### src/rtl/keypad_scanner.sv
// ---------------------------------------------------------------------------
// keypad_scanner
//
// Scans a 4x4 hex keypad one column at a time. It synchronises and debounces
// the row lines and accepts exactly one digit per physical key press. The two
// most recent digits are kept as a shift pair for a two-digit display.
//
// Ports
//   clk        : system clock, all logic on posedge
//   reset      : synchronous, active-high
//   rows[3:0]  : raw keypad rows, asynchronous, active-low (pulled up)
//   cols[3:0]  : column drive, active-low, exactly one bit low
//   digit_old  : previous accepted digit (left display)
//   digit_new  : most recent accepted digit (right display)
//   key_valid  : one-cycle strobe on the cycle the digit pair updates
//   state_dbg  : current FSM state (0 SCAN, 1 DEBOUNCE, 2 HELD, 3 RELEASE)
//
// Handshake: key_valid is a valid-only strobe with no ready. The consumer
// must take digit_old/digit_new on the cycle key_valid is high. Both digits
// then hold their values until the next strobe.
// ---------------------------------------------------------------------------
module keypad_scanner #(
    parameter int SCAN_COUNT     = 50_000,
    parameter int DEBOUNCE_COUNT = 240_000
) (
    input  logic       clk,
    input  logic       reset,
    input  logic [3:0] rows,
    output logic [3:0] cols,
    output logic [3:0] digit_old,
    output logic [3:0] digit_new,
    output logic       key_valid,
    output logic [1:0] state_dbg
);

    localparam int MAX_COUNT = (SCAN_COUNT > DEBOUNCE_COUNT) ? SCAN_COUNT : DEBOUNCE_COUNT;
    localparam int CW        = $clog2(MAX_COUNT + 1);

    localparam logic [CW-1:0] SCAN_LAST = CW'(SCAN_COUNT - 1);
    localparam logic [CW-1:0] DEB_LAST  = CW'(DEBOUNCE_COUNT - 1);
    localparam logic [CW-1:0] CNT_ONE   = CW'(1);

    typedef enum logic [1:0] {
        ST_SCAN     = 2'd0,
        ST_DEBOUNCE = 2'd1,
        ST_HELD     = 2'd2,
        ST_RELEASE  = 2'd3
    } state_t;

    state_t        state;
    logic [3:0]    sync1;
    logic [3:0]    rs;
    logic [CW-1:0] cnt;
    logic [1:0]    col_idx;
    logic [3:0]    cap_rows;
    logic [1:0]    cap_col;

    // True when exactly one row line is pulled low.
    function automatic logic single_low(input logic [3:0] v);
        return ($countones(~v) == 1);
    endfunction

    // Row index of the single low bit in a captured pattern.
    function automatic logic [1:0] low_index(input logic [3:0] v);
        case (v)
            4'b1110: return 2'd0;
            4'b1101: return 2'd1;
            4'b1011: return 2'd2;
            default: return 2'd3;
        endcase
    endfunction

    function automatic logic [3:0] key_map(input logic [1:0] r, input logic [1:0] c);
        case ({r, c})
            4'd0:    return 4'h1;
            4'd1:    return 4'h2;
            4'd2:    return 4'h3;
            4'd3:    return 4'hA;
            4'd4:    return 4'h4;
            4'd5:    return 4'h5;
            4'd6:    return 4'h6;
            4'd7:    return 4'hB;
            4'd8:    return 4'h7;
            4'd9:    return 4'h8;
            4'd10:   return 4'h9;
            4'd11:   return 4'hC;
            4'd12:   return 4'hE;
            4'd13:   return 4'h0;
            4'd14:   return 4'hF;
            default: return 4'hD;
        endcase
    endfunction

    // Column decode from a register only, so there is no path from rows.
    assign cols      = ~(4'b0001 << col_idx);
    assign state_dbg = state;

    always_ff @(posedge clk) begin
        if (reset) begin
            sync1     <= 4'hF;
            rs        <= 4'hF;
            state     <= ST_SCAN;
            cnt       <= '0;
            col_idx   <= 2'd0;
            cap_rows  <= 4'hF;
            cap_col   <= 2'd0;
            digit_old <= 4'h0;
            digit_new <= 4'h0;
            key_valid <= 1'b0;
        end else begin
            sync1     <= rows;
            rs        <= sync1;
            key_valid <= 1'b0;

            case (state)
                ST_SCAN: begin
                    if (cnt == SCAN_LAST) begin
                        cnt <= '0;
                        // Multiple rows low is ambiguous, so it is treated like no key.
                        if (single_low(rs)) begin
                            cap_rows <= rs;
                            cap_col  <= col_idx;
                            state    <= ST_DEBOUNCE;
                        end else begin
                            col_idx <= col_idx + 2'd1;
                        end
                    end else begin
                        cnt <= cnt + CNT_ONE;
                    end
                end

                ST_DEBOUNCE: begin
                    // A mismatch wins even on the last count: acceptance
                    // requires the full run of matching cycles.
                    if (rs != cap_rows) begin
                        cnt     <= '0;
                        col_idx <= col_idx + 2'd1;
                        state   <= ST_SCAN;
                    end else if (cnt == DEB_LAST) begin
                        cnt       <= '0;
                        digit_old <= digit_new;
                        digit_new <= key_map(low_index(cap_rows), cap_col);
                        key_valid <= 1'b1;
                        state     <= ST_HELD;
                    end else begin
                        cnt <= cnt + CNT_ONE;
                    end
                end

                ST_HELD: begin
                    // Any other key, even in the same column, is ignored here.
                    if (rs == 4'b1111) begin
                        cnt   <= '0;
                        state <= ST_RELEASE;
                    end
                end

                ST_RELEASE: begin
                    if (rs != 4'b1111) begin
                        cnt   <= '0;
                        state <= ST_HELD;
                    end else if (cnt == DEB_LAST) begin
                        cnt     <= '0;
                        col_idx <= col_idx + 2'd1;
                        state   <= ST_SCAN;
                    end else begin
                        cnt <= cnt + CNT_ONE;
                    end
                end

                default: begin
                    cnt   <= '0;
                    state <= ST_SCAN;
                end
            endcase
        end
    end

endmodule

### config.mk
export PLATFORM = sky130hd
export DESIGN_NAME = keypad_scanner
export DESIGN_NICKNAME = d
export VERILOG_FILES = /design/src/rtl/keypad_scanner.sv
export SDC_FILE = /design/constraint.sdc
export NUM_CORES = 1
export LEC_CHECK = 0
export ABC_AREA = 1
export CAP_MARGIN = 20
export CORE_UTILIZATION = 62
export DETAILED_ROUTE_END_ITERATION = 10
export PLACE_DENSITY = 0.9
export SYNTH_ARGS = -nofsm -noshare
export SYNTH_HDL_FRONTEND = slang
export SYNTH_SLANG_ARGS = --single-unit
### constraint.sdc
create_clock -name clk -period 3.1 [get_ports clk]
set_input_delay 0.62 -clock clk [delete_from_list [all_inputs] [get_ports clk]]
set_output_delay 0.62 -clock clk [all_outputs]
set_load 0.01 [all_outputs]
After elaboration in Yosys (flattened, before gate mapping)
Memory sizes are Yosys's and may differ from the RTL's. A register that Yosys moved wholly into a read port is not among the register bits.
Cells that the tools add are included.
- eq/ne operators: 21
- multiplexer cells: 26
- bitwise logic cells: 4
- add/sub/neg operators: 5
- shifts and indexed selects: 1
- reduce and logical (&&, ||, !) cells: 7
- operators by type and width (kind ; count):
    2-to-1 mux 18 bit ; 5
    one-hot mux 18 bit (4 select lines) ; 1
    2-to-1 mux 2 bit ; 16
    adder 18 x 1 -> 18 bit, second input constant ; 1
    == test 18 x 16 -> 1 bit, second input constant ; 1
    == test 18 bit, second input constant ; 1
    == test 4 bit, second input constant ; 4
    != test 2 bit, second input constant ; 7
    one-hot mux 2 bit (3 select lines) ; 2
    inverter 4 bit ; 2
    one-hot mux 2 bit (4 select lines) ; 1
    != test 3 bit, second input constant ; 2
    AND reduction 3 bit ; 2
    AND reduction 6 bit ; 1
    AND reduction 5 bit ; 1
    adder 1 x 1 -> 2 bit ; 2
    == test 2 bit, second input constant ; 2
    != test 4 bit ; 1
    != test 4 bit, second input constant ; 1
    << shifter 1 x 2 -> 4 bit, first input constant ; 1
    adder 2 x 2 -> 3 bit ; 1
    == test 3 x 1 -> 1 bit, second input constant ; 1
    nonzero test 3 bit ; 1
    OR reduction 3 bit ; 1
    5 further kinds ; 6
- flip-flop bits (word level): 41
- word-level logic and storage cells: 74
- memories kept: 1
- output and inout port bits: 15
- bits in read-only memories: 64
- memories (name ; depth ; bits a word ; read ports ; clocked after Yosys merged registers in ; wr ports ; line ; text):
    (name not given) ; 16 ; 4 ; 1 ; 1 ; 0 ; 74 ; case ({r, c})

Depth between registers and ports, before layout
Gate-level depths: netlist of run 1.
- word-level depth: 7
- depth in mapped cells: 12

Worst setup path after synthesis of run 1
No wires, ideal clock.
- path kind: reg-to-reg
- start point: register rs[0]
- end point: register cap_col[0]
- path buffers: 0
- stages on the path, launching flop included: 11
- data arrival time: 1.989 ns
- clock period less this slack: 2.119 ns
- slack: 0.981 ns
- required time: 2.970 ns
- cells stage by stage: dfxtp_1 > fa_1 > inv_1 > ha_1 > ha_1 > nor2_1 > nand2_1 > nor2_1 > nand2_2 > nor2_1 > nor3_1
- longest elaborated chain between the ends: 5
- RTL lines (item ; line ; text):
    start: declaration ; 52 ; logic [3:0] rs;
    start signal: assignment ; 112 ; rs <= sync1;
    inverter 4 bit ; 60 ; return ($countones(~v) == 1);
    adder 1 x 1 -> 2 bit (not written as such) ; 60 ;
    adder 2 x 2 -> 3 bit (not written as such) ; 60 ;
    == test 3 x 1 -> 1 bit ; 60 ;
    AND reduction 3 bit (no source line) ; -- ;
    end signal: assignment ; 122 ; cap_col <= col_idx;
    end: declaration ; 56 ; logic [1:0] cap_col;
Every way passes these cells.
A chain may end at the register's enable or synchronous reset.

Worst setup path after layout of run 1
- start point: register rs[0]
- end point: register cap_rows[2]
- longest elaborated chain between the ends: 5
- RTL lines (item ; line ; text):
    inverter 4 bit ; 60 ;
    adder 1 x 1 -> 2 bit (not written as such) ; 60 ;
    adder 2 x 2 -> 3 bit (not written as such) ; 60 ;
    == test 3 x 1 -> 1 bit ; 60 ;
    AND reduction 3 bit (no source line) ; -- ;
    end signal: assignment ; 121 ; cap_rows <= rs;
    end: declaration ; 55 ; logic [3:0] cap_rows;
Every way passes these cells.

==> flow_summary.json, run 1 <==
{
  "tns_ns": 0,
  "root_buffer": "clkbuf_8",
  "netlist_area_um2": 2530,
  "yosys_warnings": 0,
  "grtUsageTotal_pct": 26.5,
  "critical-path-slowest-cell": "fa_1",
  "dr.pass1.iters": 4,
  "io_pins": 21,
  "met2_usage_pct": 40.1,
  "drt_wl_total_um": 5160,
  "num_vias": 2288,
  "crit_path_max_incr_delay_ns": 0.55,
  "synth_edf_count": 0,
  "dp_hpwl_um": 3760,
  "start_util_pct": 67.0,
  "max_slew.worst_pin.slew_ns": 0.520,
  "seq_area_frac_synth_pct": 35.7,
  "crit_family": "adder cells",
  "fin_ws_ns": 0.736,
  "cts.sinks": 45,
  "wl_per_cell_um": 12.0,
  "top_usage_layer": "met2",
  "synth_top_family_by_area": "simple AND/OR/NAND/NOR gates",
  "crit_chain": "fa_1 > inv_1 > ha_1 > ha_1 > nor2_1 > nand2_1 > nor2_1 > nand2_2 > nand2_1 > o211ai_1",
  "place.gp.congestion": 0.884,
  "holdBufCountCts": 0,
  "grt_max_degree": 17,
  "grt_pass1_vias": 1993,
  "route.detailed.drc": 0,
  "p_leak_nw": 1.29,
  "whs_path_depth": 1,
  "critPathRequiredTime_ns": 3.25,
  "die_width_um": 65.8,
  "timing.slew.headroom_pct": 65.3,
  "synth_cell_types": 33,
  "p_per_area_nw_per_um2": 383,
  "r2r_setup_slack_ns": 0.74,
  "cp-start-kind": "flop",
  "post_cts.repair.setup_buffers": 0,
  "core_um2": 3770,
  "min_to": "rs[2]$_SDFF_PP1_",
  "synthXorXnorAreaFrac_pct": 3.81,
  "clock_latency_ns": 0.30,
  "syn2layout_area_growth_pct": 13.8,
  "antenna_found_initial": 0,
  "cts_buffer_depth": 2,
  "layout_commonest_cell": "nand2_1",
  "cts.repair.resized": 0,
  "synthFlopType": "dfxtp_1",
  "crit_buf_inv": 1,
  "die_h_um": 65.8,
  "portBuffers": 20,
  "r2r_cells": 10,
  "timing.final.crit_share_pct": 76.3,
  "drtAntennaViolNets": 0,
  "fin_skew_ns": 0.0133,
  "die_area_um2": 4330,
  "ir_drop_mv": 0.371,
  "numCtsBuffers": 5,
  "ys_ff_latch": 45,
  "clk_pin_slew_ns": 0.09,
  "grt_use_met1_pct": 36.5,
  "dp_slack_ns": 0.750,
  "htreeDepth": 2,
  "cp-end-kind": "flop",
  "timing.hold.ws_ns": 0.425,
  "use_met3_pct": 5.52,
  "criticalPathCategory": "reg -> reg",
  "muxShareOfSynthArea_pct": 0.396,
  "drt-vias-per-instance": 5.33,
  "utilization_pct": 76.2,
  "async_reset_ff_share_pct": 0,
  "slew_violations": 0,
  "mostFrequentLayoutCells": "nand2_1 (63), nor2_1 (53), dfxtp_1 (45)",
  "placementRows": 22,
  "grt_pass1_wl_um": 8780,
  "synth_fa_ha_area_share_pct": 7.23,
  "cts_tree": "built",
  "hp-start": "sync1[2]$_SDFF_PP1_",
  "fmax_ghz": 0.423,
  "fin_crit_ns": 2.36,
  "synth-simple-area-share_pct": 36.5,
  "cap_violations": 0,
  "status": "finished, final reports clean",
  "reg2reg_from": "rs[0]$_SDFF_PP1_",
  "cp.arrival_ns": 2.52,
  "hp-class": "reg -> reg",
  "diodes": 0,
  "avgSynthCellArea_um2": 7.08,
  "netlist_instances": 357,
  "nets": 400,
  "drive_gt1_share_pct": 13.9,
  "reg2reg_to": "cap_rows[2]$_SDFFE_PP1P_",
  "drt-initial-drc-count": 171,
  "path_max_fanout": 9,
  "final_area_um2": 2880,
  "setup_viol": 0,
  "rsz0062_at_grt": "no",
  "synthesis.nets": 377,
  "synth_compound_gate_area_share_pct": 7.28,
  "grt-ovfl-total": 0,
  "dpl-instance-area_um2": 2760,
  "hold_viol_final": 0
}
## registers in the layout, summed over array words and instances (netlist names), 2 cells and up
signal     count
cnt           18
cap_rows       4
digit_new      4
digit_old      4
rs             4
sync1          4
cap_col        2
col_idx        2
state_dbg      2
## worst max path at each step
stage,from,end,slack [ns],cells past startpoint
detailed placement,rs[0]$_SDFF_PP1_,cap_rows[2]$_SDFFE_PP1P_,0.75,10
floorplan,rs[0]$_SDFF_PP1_,cap_col[0]$_SDFFE_PP0P_,0.98,10
global route,rs[0]$_SDFF_PP1_,cap_rows[1]$_SDFFE_PP1P_,0.57,10
global placement,rs[0]$_SDFF_PP1_,cap_rows[2]$_SDFFE_PP1P_,0.89,10
finish,rs[0]$_SDFF_PP1_,cap_rows[2]$_SDFFE_PP1P_,0.74,10
CTS,rs[0]$_SDFF_PP1_,cap_rows[2]$_SDFFE_PP1P_,0.74,10
## cell usage after synthesis, types with 2 or more instances
| library cell | number | area [um^2] |
|---|---|---|
| nand3_1 | 21 | 105 |
| nand2_2 | 6 | 37.5 |
| inv_2 | 8 | 30.0 |
| nor3_1 | 11 | 55.1 |
| o21ai_1 | 3 | 15.0 |
| or2_2 | 9 | 56.3 |
| nor2_2 | 15 | 93.8 |
| clkbuf_1 | 2 | 7.51 |
| nor2_1 | 53 | 199 |
| xor2_1 | 9 | 78.8 |
| o21ai_0 | 12 | 60.1 |
| a21oi_1 | 13 | 65.1 |
| nand2_1 | 63 | 236 |
| ha_1 | 13 | 163 |
| nand3_2 | 3 | 30.0 |
| nand2_4 | 2 | 22.5 |
| inv_1 | 43 | 161 |
| o211ai_1 | 3 | 22.5 |
| dfxtp_1 | 45 | 901 |
| nand4_1 | 8 | 50.1 |
| xnor2_1 | 2 | 17.5 |
| o21bai_1 | 2 | 15.0 |
## cells by family after synthesis
family / after synthesis
adder cells (fa/ha/maj): 14
AO/OA/AOI/OAI: 34
buffers and inverters: 57
XOR/XNOR: 11
flip-flops: 45
multiplexers: 1
AND/OR/NAND/NOR: 195
## cell type report
type	count	area, um^2
multi-input cells	255	1400
flip-flops and latches	45	901
fillers	289	896
repair buffers	21	208
inverters	52	195
clock buffers	5	68.8
well taps	48	60.1
clock inverters	3	47.5
## per-stage QoR
stage	instances	power, W
after global placement	421	0.000655
after global routing	429	0.00114
after floorplan	357	0.000642
final	429	0.00110
after detailed placement	421	0.000657
after CTS	429	0.00110
## per-layer routing
layer | routed length [um] | vias up
li1 | - | 1175
met1 | 2460 | 1029
met2 | 2290 | 72
met3 | 312 | 12
met4 | 95 | 0
met5 | 0 | -
## where the power goes
group | total, W | switching, W | internal (W)
combinational | 0.0000526 | 0.0000313 | 0.0000214
sequential | 0.000592 | 0.00000615 | 0.000586
clock | 0.000456 | 0.000210 | 0.000246
Note: power is estimated with default switching activity, not from simulation.
==> run 2, diff against run 1 <==
--- a/config.mk
+++ b/config.mk
@@ -7,9 +7,9 @@
 export LEC_CHECK = 0
 export ABC_AREA = 1
 export CAP_MARGIN = 20
-export CORE_UTILIZATION = 62
+export CORE_UTILIZATION = 52
 export DETAILED_ROUTE_END_ITERATION = 10
-export PLACE_DENSITY = 0.9
+export PLACE_DENSITY = 0.82
 export SYNTH_ARGS = -nofsm -noshare
 export SYNTH_HDL_FRONTEND = slang
 export SYNTH_SLANG_ARGS = --single-unit
==> constraint.sdc (replaced) <==
create_clock -name clk -period 2.1 [get_ports clk]
set_input_delay 0.42 -clock clk [delete_from_list [all_inputs] [get_ports clk]]
set_output_delay 0.42 -clock clk [all_outputs]
set_load 0.01 [all_outputs]
==> run 2 against run 1 <==
Against the previous run: sequential cell count stayed put; total power is 40% higher; final cell count is 2.3% higher; wire length is 1.6% lower; non-clock buffer count is 6 higher; clock power is 23% higher; via count is 0.87% lower; clock skew is 0.0084 ns lower; critical path type unchanged.
==> flow_summary.json, run 2 (synthesis gave the netlist of run 1 again) <==
{
  "dp_cells": 432,
  "crit_chain": "fa_1 > inv_1 > ha_2 > ha_4 > nor2_4 > nand2_2 > inv_2 > o21ai_2 > a21oi_2 > nand3_1 > nand3_1 > inv_1",
  "regArea_um2": 903,
  "portBuffers": 20,
  "setup_viol": 0,
  "crit_start": "rs[0]$_SDFF_PP1_",
  "p_leak_nw": 1.30,
  "rsz0062_at_grt": "yes",
  "grt-ovfl-total": 0,
  "layout_commonest_cell": "nand2_1",
  "largest_reg_flops": 18,
  "timing.slew.headroom_pct": 77.6,
  "fin_crit_ns": 2.05,
  "root_buffer": "clkbuf_8",
  "hp-class": "reg -> reg",
  "drt-vias-per-instance": 5.17,
  "grt_max_degree": 17,
  "cp-end-kind": "flop",
  "cap_violations": 0,
  "holdBufCountCts": 0,
  "wl_per_cell_um": 11.6,
  "place.gp.congestion": 0.868,
  "hold_viol_final": 0,
  "p_total_w": 0.00154,
  "num_vias": 2268,
  "drive_gt1_share_pct": 18.1,
  "final_cells": 439,
  "multi_input_area_um2": 1440,
  "status": "finished, final reports clean",
  "crit_buf_inv": 3,
  "ir_drop_mv": 0.531,
  "htreeDepth": 2,
  "post_cts.repair.setup_buffers": 0,
  "die_h_um": 71.7,
  "dr.pass1.iters": 5,
  "timing.final.crit_share_pct": 97.7,
  "critical-path-slowest-cell": "fa_1",
  "drtAntennaViolNets": 0,
  "io_pins": 21,
  "die_area_um2": 5140,
  "route.detailed.drc": 0,
  "fin_skew_ns": 0.00486,
  "critPathRequiredTime_ns": 2.31,
  "grt_pass1_vias": 1918,
  "drt_wl_total_um": 5080,
  "slew_violations": 0,
  "timing.hold.ws_ns": 0.415,
  "diodes": 0,
  "reg2reg_from": "rs[0]$_SDFF_PP1_",
  "cp-start-kind": "flop",
  "fmax_ghz": 0.488,
  "placementRows": 24,
  "die_width_um": 71.7,
  "clk_pin_slew_ns": 0.09,
  "nets": 406,
  "start_util_pct": 56.1,
  "clock_latency_ns": 0.31,
  "max_slew.worst_pin.slew_ns": 0.336,
  "hp-start": "sync1[1]$_SDFF_PP1_",
  "crit_family": "adder cells",
  "cp.arrival_ns": 2.26,
  "p_per_area_nw_per_um2": 521,
  "grt_pass1_wl_um": 8490,
  "dp_hpwl_um": 3740,
  "grtUsageTotal_pct": 21.0,
  "cts_buffer_depth": 2,
  "fill_cells": 365,
  "numCtsBuffers": 5,
  "syn2layout_area_growth_pct": 16.7,
  "crit_path_max_incr_delay_ns": 0.53,
  "path_max_fanout": 3,
  "largest_register": "cnt",
  "mostFrequentLayoutCells": "nand2_1 (62), nor2_1 (50), dfxtp_1 (43)",
  "core_um2": 4500,
  "cts_tree": "built",
  "criticalPathCategory": "reg -> reg",
  "drt-initial-drc-count": 142,
  "cts.sinks": 45,
  "antenna_found_initial": 0
}
==> run 2: metrics by stage <==
| stage | TNS [ns] | util [%] | worst slack (ns) | cell area [um^2] |
|---|---|---|---|---|
| 4_1_cts | 0 | 65.0 | 0.0299 | 2930 |
| 3_5_place_dp | -0.0990 | 62.6 | -0.0515 | 2820 |
| 6_report | 0 | 65.5 | 0.0492 | 2950 |
| 5_1_grt | -0.342 | 65.5 | -0.0583 | 2950 |
| 2_1_floorplan | 0 | - | 0.0348 | 2530 |
| 3_3_place_gp | -0.0108 | 62.6 | -0.0108 | 2820 |
==> run 2: layer usage <==
metal / vias up / GRT usage, % / wire length [um]
met3: 8 / 4.36 / 303
met2: 82 / 30.1 / 2200
li1: 1178 / - / -
met5: - / 0 / 0
met4: 0 / 8.93 / 97
met1: 1000 / 30.4 / 2480
==> run 2: repair_timing <==
item                                    CTS  global route
pin swaps                                 2             2
resized for setup                         4             8
endpoints found under the setup margin    8            12
==> run 2: path summary, 6_finish.rpt <==
path | endpoint | slack (ns) | depth (start not counted)
worst min register to register | rs[1]$_SDFF_PP1_ | 0.42 | 1
worst max-delay path | state_dbg[0]$_SDFFE_PP0P_ | 0.05 | 12
worst max register to register | state_dbg[0]$_SDFFE_PP0P_ | 0.05 | 12
worst min-delay path | rs[1]$_SDFF_PP1_ | 0.42 | 1
==> run 2: power breakdown <==
group / internal, W / switching [W]
Combinational: 0.0000443 / 0.0000561
Clock: 0.000243 / 0.000320
Sequential: 0.000865 / 0.00000759
==> run 2: cell type report <==
type	count	share of cell area, %
clock buffers	5	2.33
clock inverters	3	0.891
inverters	52	6.62
multi-input cells	255	48.7
flip-flops and latches	45	30.6
well taps	52	2.21
repair buffers	27	8.57
==> run 3, diff against run 2 <==
--- a/config.mk
+++ b/config.mk
@@ -7,9 +7,10 @@
 export LEC_CHECK = 0
 export ABC_AREA = 1
 export CAP_MARGIN = 20
-export CORE_UTILIZATION = 52
+export CORE_UTILIZATION = 58
 export DETAILED_ROUTE_END_ITERATION = 10
-export PLACE_DENSITY = 0.82
+export GPL_TIMING_DRIVEN = 0
+export PLACE_DENSITY = 0.86
 export SYNTH_ARGS = -nofsm -noshare
 export SYNTH_HDL_FRONTEND = slang
 export SYNTH_SLANG_ARGS = --single-unit
==> constraint.sdc (replaced) <==
create_clock -name clk -period 1.9 [get_ports clk]
set_input_delay 0.38 -clock clk [delete_from_list [all_inputs] [get_ports clk]]
set_output_delay 0.38 -clock clk [all_outputs]
set_load 0.01 [all_outputs]
==> run 3 against run 2 <==
Against the previous run: sequential cell count did not move; sequential power rose by 10%; final cell count fell by 0.46%; clock skew rose by 0.0051 ns; setup slack got worse by 0.25 ns; cell area rose by 2.1%; hold slack improved by 0.010 ns; highest routed layer unchanged; largest power group unchanged; clock power rose by 31%; the flow now finishes with violations (negative setup slack).
==> flow_summary.json, run 3 (synthesis gave the netlist of run 1 again) <==
{
  "largest_register": "cnt",
  "cts_buffer_depth": 2,
  "final_area_um2": 3010,
  "core_um2": 4090,
  "p_leak_nw": 1.34,
  "criticalPathCategory": "reg -> reg",
  "crit_path_max_incr_delay_ns": 0.53,
  "route.detailed.drc": 0,
  "clk_pin_slew_ns": 0.09,
  "portBuffers": 20,
  "critPathRequiredTime_ns": 2.10,
  "numCtsBuffers": 5,
  "cp-start-kind": "flop",
  "antenna_found_initial": 0,
  "critical-path-slowest-cell": "fa_1",
  "root_buffer": "clkbuf_8",
  "timing.slew.headroom_pct": 67.6,
  "status": "finished, violations left",
  "fin_crit_ns": 2.10,
  "dp_hpwl_um": 3810,
  "p_per_area_nw_per_um2": 604,
  "fin_skew_ns": 0.00996,
  "grt_pass1_vias": 2063,
  "grt_pass1_wl_um": 8780,
  "grt_max_degree": 16,
  "violations": "negative setup slack",
  "slew_violations": 0,
  "die_width_um": 68.0,
  "place.gp.congestion": 0.862,
  "path_max_fanout": 3,
  "start_util_pct": 61.8,
  "drive_gt1_share_pct": 18.9,
  "clock_latency_ns": 0.30,
  "setup_viol": 10,
  "nets": 406,
  "drt_wl_total_um": 5210,
  "io_pins": 21,
  "max_slew.worst_pin.slew_ns": 0.486,
  "rsz0062_at_grt": "yes",
  "fin_ws_ns": -0.204,
  "placementRows": 23,
  "cts.sinks": 45,
  "holdBufCountCts": 0,
  "hold_viol_final": 0,
  "tns_ns": -1.62,
  "hp-class": "reg -> reg",
  "num_vias": 2301,
  "dp_slack_ns": -0.271,
  "htreeDepth": 2,
  "grt-ovfl-total": 0,
  "crit_chain": "fa_1 > inv_1 > ha_2 > ha_4 > nor2_4 > nand2_4 > inv_2 > o21ai_2 > a21oi_2 > nand3_1 > nand3_1 > inv_1",
  "cap_violations": 0,
  "layout_commonest_cell": "nand2_1",
  "drt-vias-per-instance": 5.27,
  "crit_family": "adder cells",
  "timing.final.crit_share_pct": 111,
  "drtAntennaViolNets": 0,
  "die_h_um": 68.0,
  "fmax_ghz": 0.475,
  "ir_drop_mv": 0.659,
  "p_total_w": 0.00182,
  "crit_buf_inv": 3,
  "die_area_um2": 4620,
  "diodes": 0,
  "wl_per_cell_um": 11.9,
  "dpl-instance-area_um2": 2820,
  "mostFrequentLayoutCells": "nand2_1 (62), nor2_1 (49), inv_1 (42)",
  "cts_tree": "built",
  "largest_reg_flops": 18,
  "syn2layout_area_growth_pct": 19.2,
  "cp.arrival_ns": 2.31,
  "drt-initial-drc-count": 135,
  "dr.pass1.iters": 4,
  "grtUsageTotal_pct": 25.0,
  "cp-end-kind": "flop"
}
[run 3: changes by cell type in the layout (fill, tap and decap cells not counted), moves of 3 or more]
cell / previous run / this run
buf_4: 7 / 3
clkdlybuf4s50_1: 20 / 17
dfxtp_1: 43 / 40
dfxtp_4: 0 / 3
dlymetal6s2s_1: 0 / 3
[run 3: stage by stage]
stage | utilization [%] | instances | hold slack, ns
final | 73.7 | 437 | 0.426
after global routing | 73.7 | 437 | 0.441
after CTS | 72.7 | 437 | 0.424
after detailed placement | 69.0 | 427 | 0.396
after global placement | 69.0 | 427 | 0.394
after floorplan | - | 357 | 0.389
[run 3: power breakdown]
| group | switching (W) | internal, W |
|---|---|---|
| combinational | 0.0000653 | 0.0000507 |
| clock | 0.000346 | 0.000394 |
| sequential | 0.0000103 | 0.000952 |
[run 3: final cells by class]
class / instances / area [um^2]
tap: 50 / 62.6
buffer: 5 / 35.0
clock buffer: 5 / 68.8
inverter: 52 / 195
clock inverter: 3 / 46.3
fill: 325 / 1080
sequential: 45 / 915
multi-input combinational: 255 / 1470
timing repair buffer: 22 / 223
[run 3: timing repair]
item	CTS	global route
setup buffers	2	0
gates cloned	0	0
pin swaps	4	3
resized for setup	10	11
endpoints found under the setup margin	13	13
[run 3: metal layers]
metal | part of all wire, % | up-vias | GRT usage [%]
li1 | - | 1183 | -
met1 | 47 | 1029 | 34.4
met2 | 45 | 76 | 37.9
met3 | 5.9 | 13 | 4.33
met4 | 2.2 | 0 | 11.5
met5 | 0 | - | 0
[run 3: worst paths after layout]
path / from / endpoint / slack (ns) / cells after the start
worst max-delay path: rs[0]$_SDFF_PP1_ / state_dbg[0]$_SDFFE_PP0P_ / -0.20 / 12
worst min-delay path: sync1[0]$_SDFF_PP1_ / rs[0]$_SDFF_PP1_ / 0.43 / 1
worst max register to register: rs[0]$_SDFF_PP1_ / state_dbg[0]$_SDFFE_PP0P_ / -0.20 / 12
worst min register to register: sync1[0]$_SDFF_PP1_ / rs[0]$_SDFF_PP1_ / 0.43 / 1
==> patch 1 (settings of run 2) <==
Add an input register stage for `rows`, cleared by the reset; this delays it by one clock.
--- a/src/rtl/keypad_scanner.sv
+++ b/src/rtl/keypad_scanner.sv
@@ -46,6 +46,16 @@
         ST_HELD     = 2'd2,
         ST_RELEASE  = 2'd3
     } state_t;
+
+    logic [3:0] rows_q;
+
+    always_ff @(posedge clk) begin
+        if (reset) begin
+            rows_q <= '0;
+        end else begin
+            rows_q <= rows;
+        end
+    end
 
     state_t        state;
     logic [3:0]    sync1;
@@ -108,7 +118,7 @@
             digit_new <= 4'h0;
             key_valid <= 1'b0;
         end else begin
-            sync1     <= rows;
+            sync1     <= rows_q;
             rs        <= sync1;
             key_valid <= 1'b0;
 
Formal check against the unedited RTL: same outputs for any inputs over 10 cycles, from zero or initial values and one cycle with reset high; that may be too few to reach the edited logic, so the function may still have changed.
==> patch 1 against run 2 <==
The flow now finishes with violations (setup timing). Largest power group unchanged. Final area grew 6.2%. Synthesized area grew 4.7%. Critical endpoint unchanged. Sequential cell count grew 4. Clock skew shrank 0.0021 ns. Fmax shrank 3.1%. Wire length grew 1.7%. Setup slack lost 0.065 ns. Critical path type unchanged. Power grew 6.5%. Count of clock-buffer cells in the layout is the same. Core utilization shrank 0.46 points. Global-route usage shrank 0.16 points. Sequential share of layout area grew 0.81 points. Final cell count grew 8.2%.
==> patch 1: results (changes against run 2) <==
[setup_path]
reg2reg_depth=12  ; unchanged
slowest_delay_ns=0.56  ; +0.03 ns
cp-startpoint=rs[1]$_SDFF_PP1_
critPathMaxFanout=3  ; unchanged

[layout]
final_cell_count_no_fill=475  ; +8.2%
layout.nets=427  ; +5.2%
layout-drive-gt1-share=0.162  ; -0.0191
diodes=0  ; unchanged
fillers=423  ; +16%

[timing]
final.setup_skew_ns=0.00274  ; -0.00212 ns
tns_ns=-0.0153  ; -0.0153 ns
finalSetupViolCount=1  ; +1
fin_ws_ns=-0.0153  ; -0.0645 ns
slew_headroom=0.653  ; -0.123

[logic_synthesis]
synth-seq-area-share=0.371  ; +0.0144
synthTopCellsByArea=dfxtp_1 (37%), nand2_1 (10%), nor2_1 (8.7%)
syn_inst=374  ; +4.8%
syn-num-nets=394  ; +4.5%
synthTopCellsByCount=nand2_1 (72), nor2_1 (61), inv_1 (56)

[grt]
grt_use_total=0.208  ; -0.00158
grt_pass1_wl_um=8720  ; +2.7%
grt_pass1_vias=2033  ; +6.0%
antenna_found_initial=0  ; unchanged

[placed_design]
dpl.cell_count=465  ; +7.6%
placed_area_um2=2980  ; +5.7%
port_buffers=20  ; unchanged
dp_hpwl_um=3770  ; +0.93%
place_congestion=0.862  ; -0.70%
place_ws_ns=-0.0857  ; -0.0342 ns

[power]
cellLeakagePower_nw=1.43  ; +9.7%
ir_worst_vdd_mv=0.436  ; -18%
netSwitchingFraction=0.242  ; -0.00798
p_comb_mw=0.118  ; +18%
p_clk_mw=0.561  ; about the same

[outcome]
violations=setup timing
outcome=finished, violations left

[cts]
post_cts_buffers=1  ; +1
cts_htree_levels=2  ; unchanged
cts-resized-gates=5  ; +1

[routing]
viasPerCell=4.91  ; -4.9%
first_iter_violations=160  ; +13%
first_pass_iters=4  ; -1
wl_per_cell_um=10.9  ; -6.1%

[patch 1: area by class of cell]
cell class	instances	area share
repair buffers	32	0.0967
multi-input cells	261	0.464
well taps	67	0.0268
flip-flops and latches	49	0.314
clock inverters	3	0.00679
clock buffers	5	0.0220
inverters	58	0.0695
[patch 1: worst min-delay path by stage]
stage                               end            startpoint  slack (ns)  depth (start not counted)
floorplan              rs[0]$_SDFF_PP1_   sync1[0]$_SDFF_PP1_        0.39                          1
global placement    sync1[1]$_SDFF_PP1_  rows_q[1]$_SDFF_PP0_        0.39                          1
detailed placement     rs[1]$_SDFF_PP1_   sync1[1]$_SDFF_PP1_        0.39                          1
CTS                 sync1[1]$_SDFF_PP1_  rows_q[1]$_SDFF_PP0_        0.42                          1
global route        sync1[2]$_SDFF_PP1_  rows_q[2]$_SDFF_PP0_        0.42                          1
finish              sync1[2]$_SDFF_PP1_  rows_q[2]$_SDFF_PP0_        0.42                          1
[patch 1: cells by family after synthesis]
family	after synthesis	synth area share
adder cells (fa/ha/maj)	14	0.0691
multiplexers	1	0.00379
buffers and inverters	64	0.0984
flip-flops	49	0.371
AND/OR/NAND/NOR	203	0.351
AO/OA/AOI/OAI	33	0.0738
XOR/XNOR	10	0.0331
[patch 1: stage by stage]
| stage | util | hold slack, ns | power [mW] |
|---|---|---|---|
| final | 0.650 | 0.416 | 1.64 |
| after global routing | 0.650 | 0.421 | 1.70 |
| after CTS | 0.643 | 0.416 | 1.64 |
| after detailed placement | 0.619 | 0.393 | 1.08 |
| after global placement | 0.619 | 0.391 | 1.08 |
| after floorplan | - | 0.389 | 1.05 |
[patch 1: per-layer routing]
layer,track usage,routed length [um]
met1,0.285,2590
met3,0.0466,179
met4,0.0662,83
met5,0,0
met2,0.327,2300
==> patch 2 (config.mk and constraints of run 2) <==
Without the edit above. `SCAN_COUNT`: 50_000 -> 12_500.
--- a/src/rtl/keypad_scanner.sv
+++ b/src/rtl/keypad_scanner.sv
@@ -20,7 +20,7 @@
 // then hold their values until the next strobe.
 // ---------------------------------------------------------------------------
 module keypad_scanner #(
-    parameter int SCAN_COUNT     = 50_000,
+    parameter int SCAN_COUNT     = 12_500,
     parameter int DEBOUNCE_COUNT = 240_000
 ) (
     input  logic       clk,
Behaviour: no difference found for any inputs over 10 cycles, from zero or initial values and one cycle with reset high; that may be too few to reach the edited logic, so the function may still have changed.
==> patch 2 against run 2 <==
Power down 1.9%. Global-route usage up 1.0 points. Final area up 4.5%. Largest power group unchanged. Via count up 4.2%. Fmax down 2.5%. Setup slack worse by 0.053 ns. Wire length up 8.1%. The flow now finishes with violations (setup timing). Sequential cell count unchanged. Critical path type unchanged. Synthesized area up 3.1%.
==> patch 2: results (changes against run 2) <==
[outcome]
outcome=finished, violations left
violations=setup timing

[layout]
clockNetworkAreaShare=0.0268  ; -0.00546
final_area_um2=3080  ; +4.5%
nonClkBufAreaFrac=0.0942  ; +0.00845
nNonClkInverters=50  ; -3.8%
layout-drive-gt1-share=0.186  ; +0.00487
buffers=31  ; +15%
nClkBuffers=6  ; +1
multi_input_area_share=0.498  ; +0.0101
regArea_um2=905  ; +0.14%
fillers=409  ; +12%
layout.nets=412  ; +1.5%
multi_input_comb_cells=259  ; +1.6%
final_cell_count_no_fill=460  ; +4.8%

[grt]
grt_max_degree=18  ; +1
grt_pass1_wl_um=9030  ; +6.3%
grt_use_total=0.220  ; +0.0101
grt_pass1_vias=2098  ; +9.4%

[timing]
final.setup_skew_ns=0.00669  ; +0.00183 ns
fin_ws_ns=-0.00378  ; -0.0530 ns
tns_ns=-0.00378  ; -0.00378 ns
finalSetupViolCount=1  ; +1
timing.hold.ws_ns=0.414  ; -0.00171 ns
slew_headroom=0.727  ; -0.0483

[logic_synthesis]
synthTopCellsByCount=nand2_1 (69), inv_1 (47), dfxtp_1 (45), nor2_1 (45), nand3_1 (26)
synthXorXnorAreaFrac=0.0202  ; -0.0180
muxShareOfSynthArea=0.00384  ; -0.000118
synth-adder-area-share=0.0702  ; -0.00215
synth-seq-area-share=0.346  ; -0.0106
avgSynthCellArea_um2=7.17  ; +1.4%
synth_compound_area_frac=0.0995  ; +0.0267
yosysUniqueCellTypes=36  ; +9.1%
syn-num-nets=383  ; +1.6%
synthTopCellsByArea=dfxtp_1 (35%), nand2_1 (9.9%), inv_1 (6.8%)

[cts]
post_cts_buffers=2  ; +2

[min_path]
hold_path_end=rs[2]$_SDFF_PP1_

[routing]
routed_wl_um=5490  ; +8.1%
first_iter_violations=206  ; +45%
first_pass_iters=5  ; unchanged
viasPerCell=5.14  ; -0.57%

[setup_path]
critPathMaxFanout=7  ; +4
critPathCapture=cap_rows[0]$_SDFFE_PP1P_
critPathTopFamily=adder cells
reg2reg_depth=11  ; -1
slowest_delay_ns=0.55  ; +0.02 ns

[power]
netSwitchingFraction=0.238  ; -0.0118
p_seq_frac=0.579  ; +0.011
power.density_nw_per_um2=489  ; -6.1%
ir_worst_vdd_mv=0.288  ; -46%
pwr-share-comb=0.077  ; +0.012

[die]
core_area_um2=4790  ; +6.3%

[placed_design]
dp_hpwl_um=3960  ; +5.9%
place_ws_ns=-0.123  ; -0.0717 ns
dpl.cell_count=450  ; +4.2%
place_congestion=0.855  ; -1.5%

## patch 2: layer usage
| metal | share of wire | GRT usage | vias to the layer above |
|---|---|---|---|
| li1 | - | - | 1213 |
| met1 | 0.46 | 0.283 | 1078 |
| met2 | 0.48 | 0.353 | 61 |
| met3 | 0.044 | 0.0401 | 11 |
| met4 | 0.020 | 0.111 | 0 |
| met5 | 0 | 0 | - |
## patch 2: worst register-to-register path, cell delays in order (launching register included)
cell and delay [ns]:
dfxtp_2 0.34, fa_1 0.55, inv_2 0.05, ha_4 0.15
ha_4 0.21, nor2_4 0.09, nand3_2 0.09, inv_2 0.10
nand4_4 0.10, buf_6 0.16, nand2_2 0.05, o211ai_1 0.09
## patch 2: cells by family after synthesis
logic type | count (synthesis)
AO/OA/AOI/OAI | 45
XOR/XNOR | 6
adder cells (fa/ha/maj) | 14
buffers and inverters | 59
flip-flops | 45
multiplexers | 1
AND/OR/NAND/NOR | 193
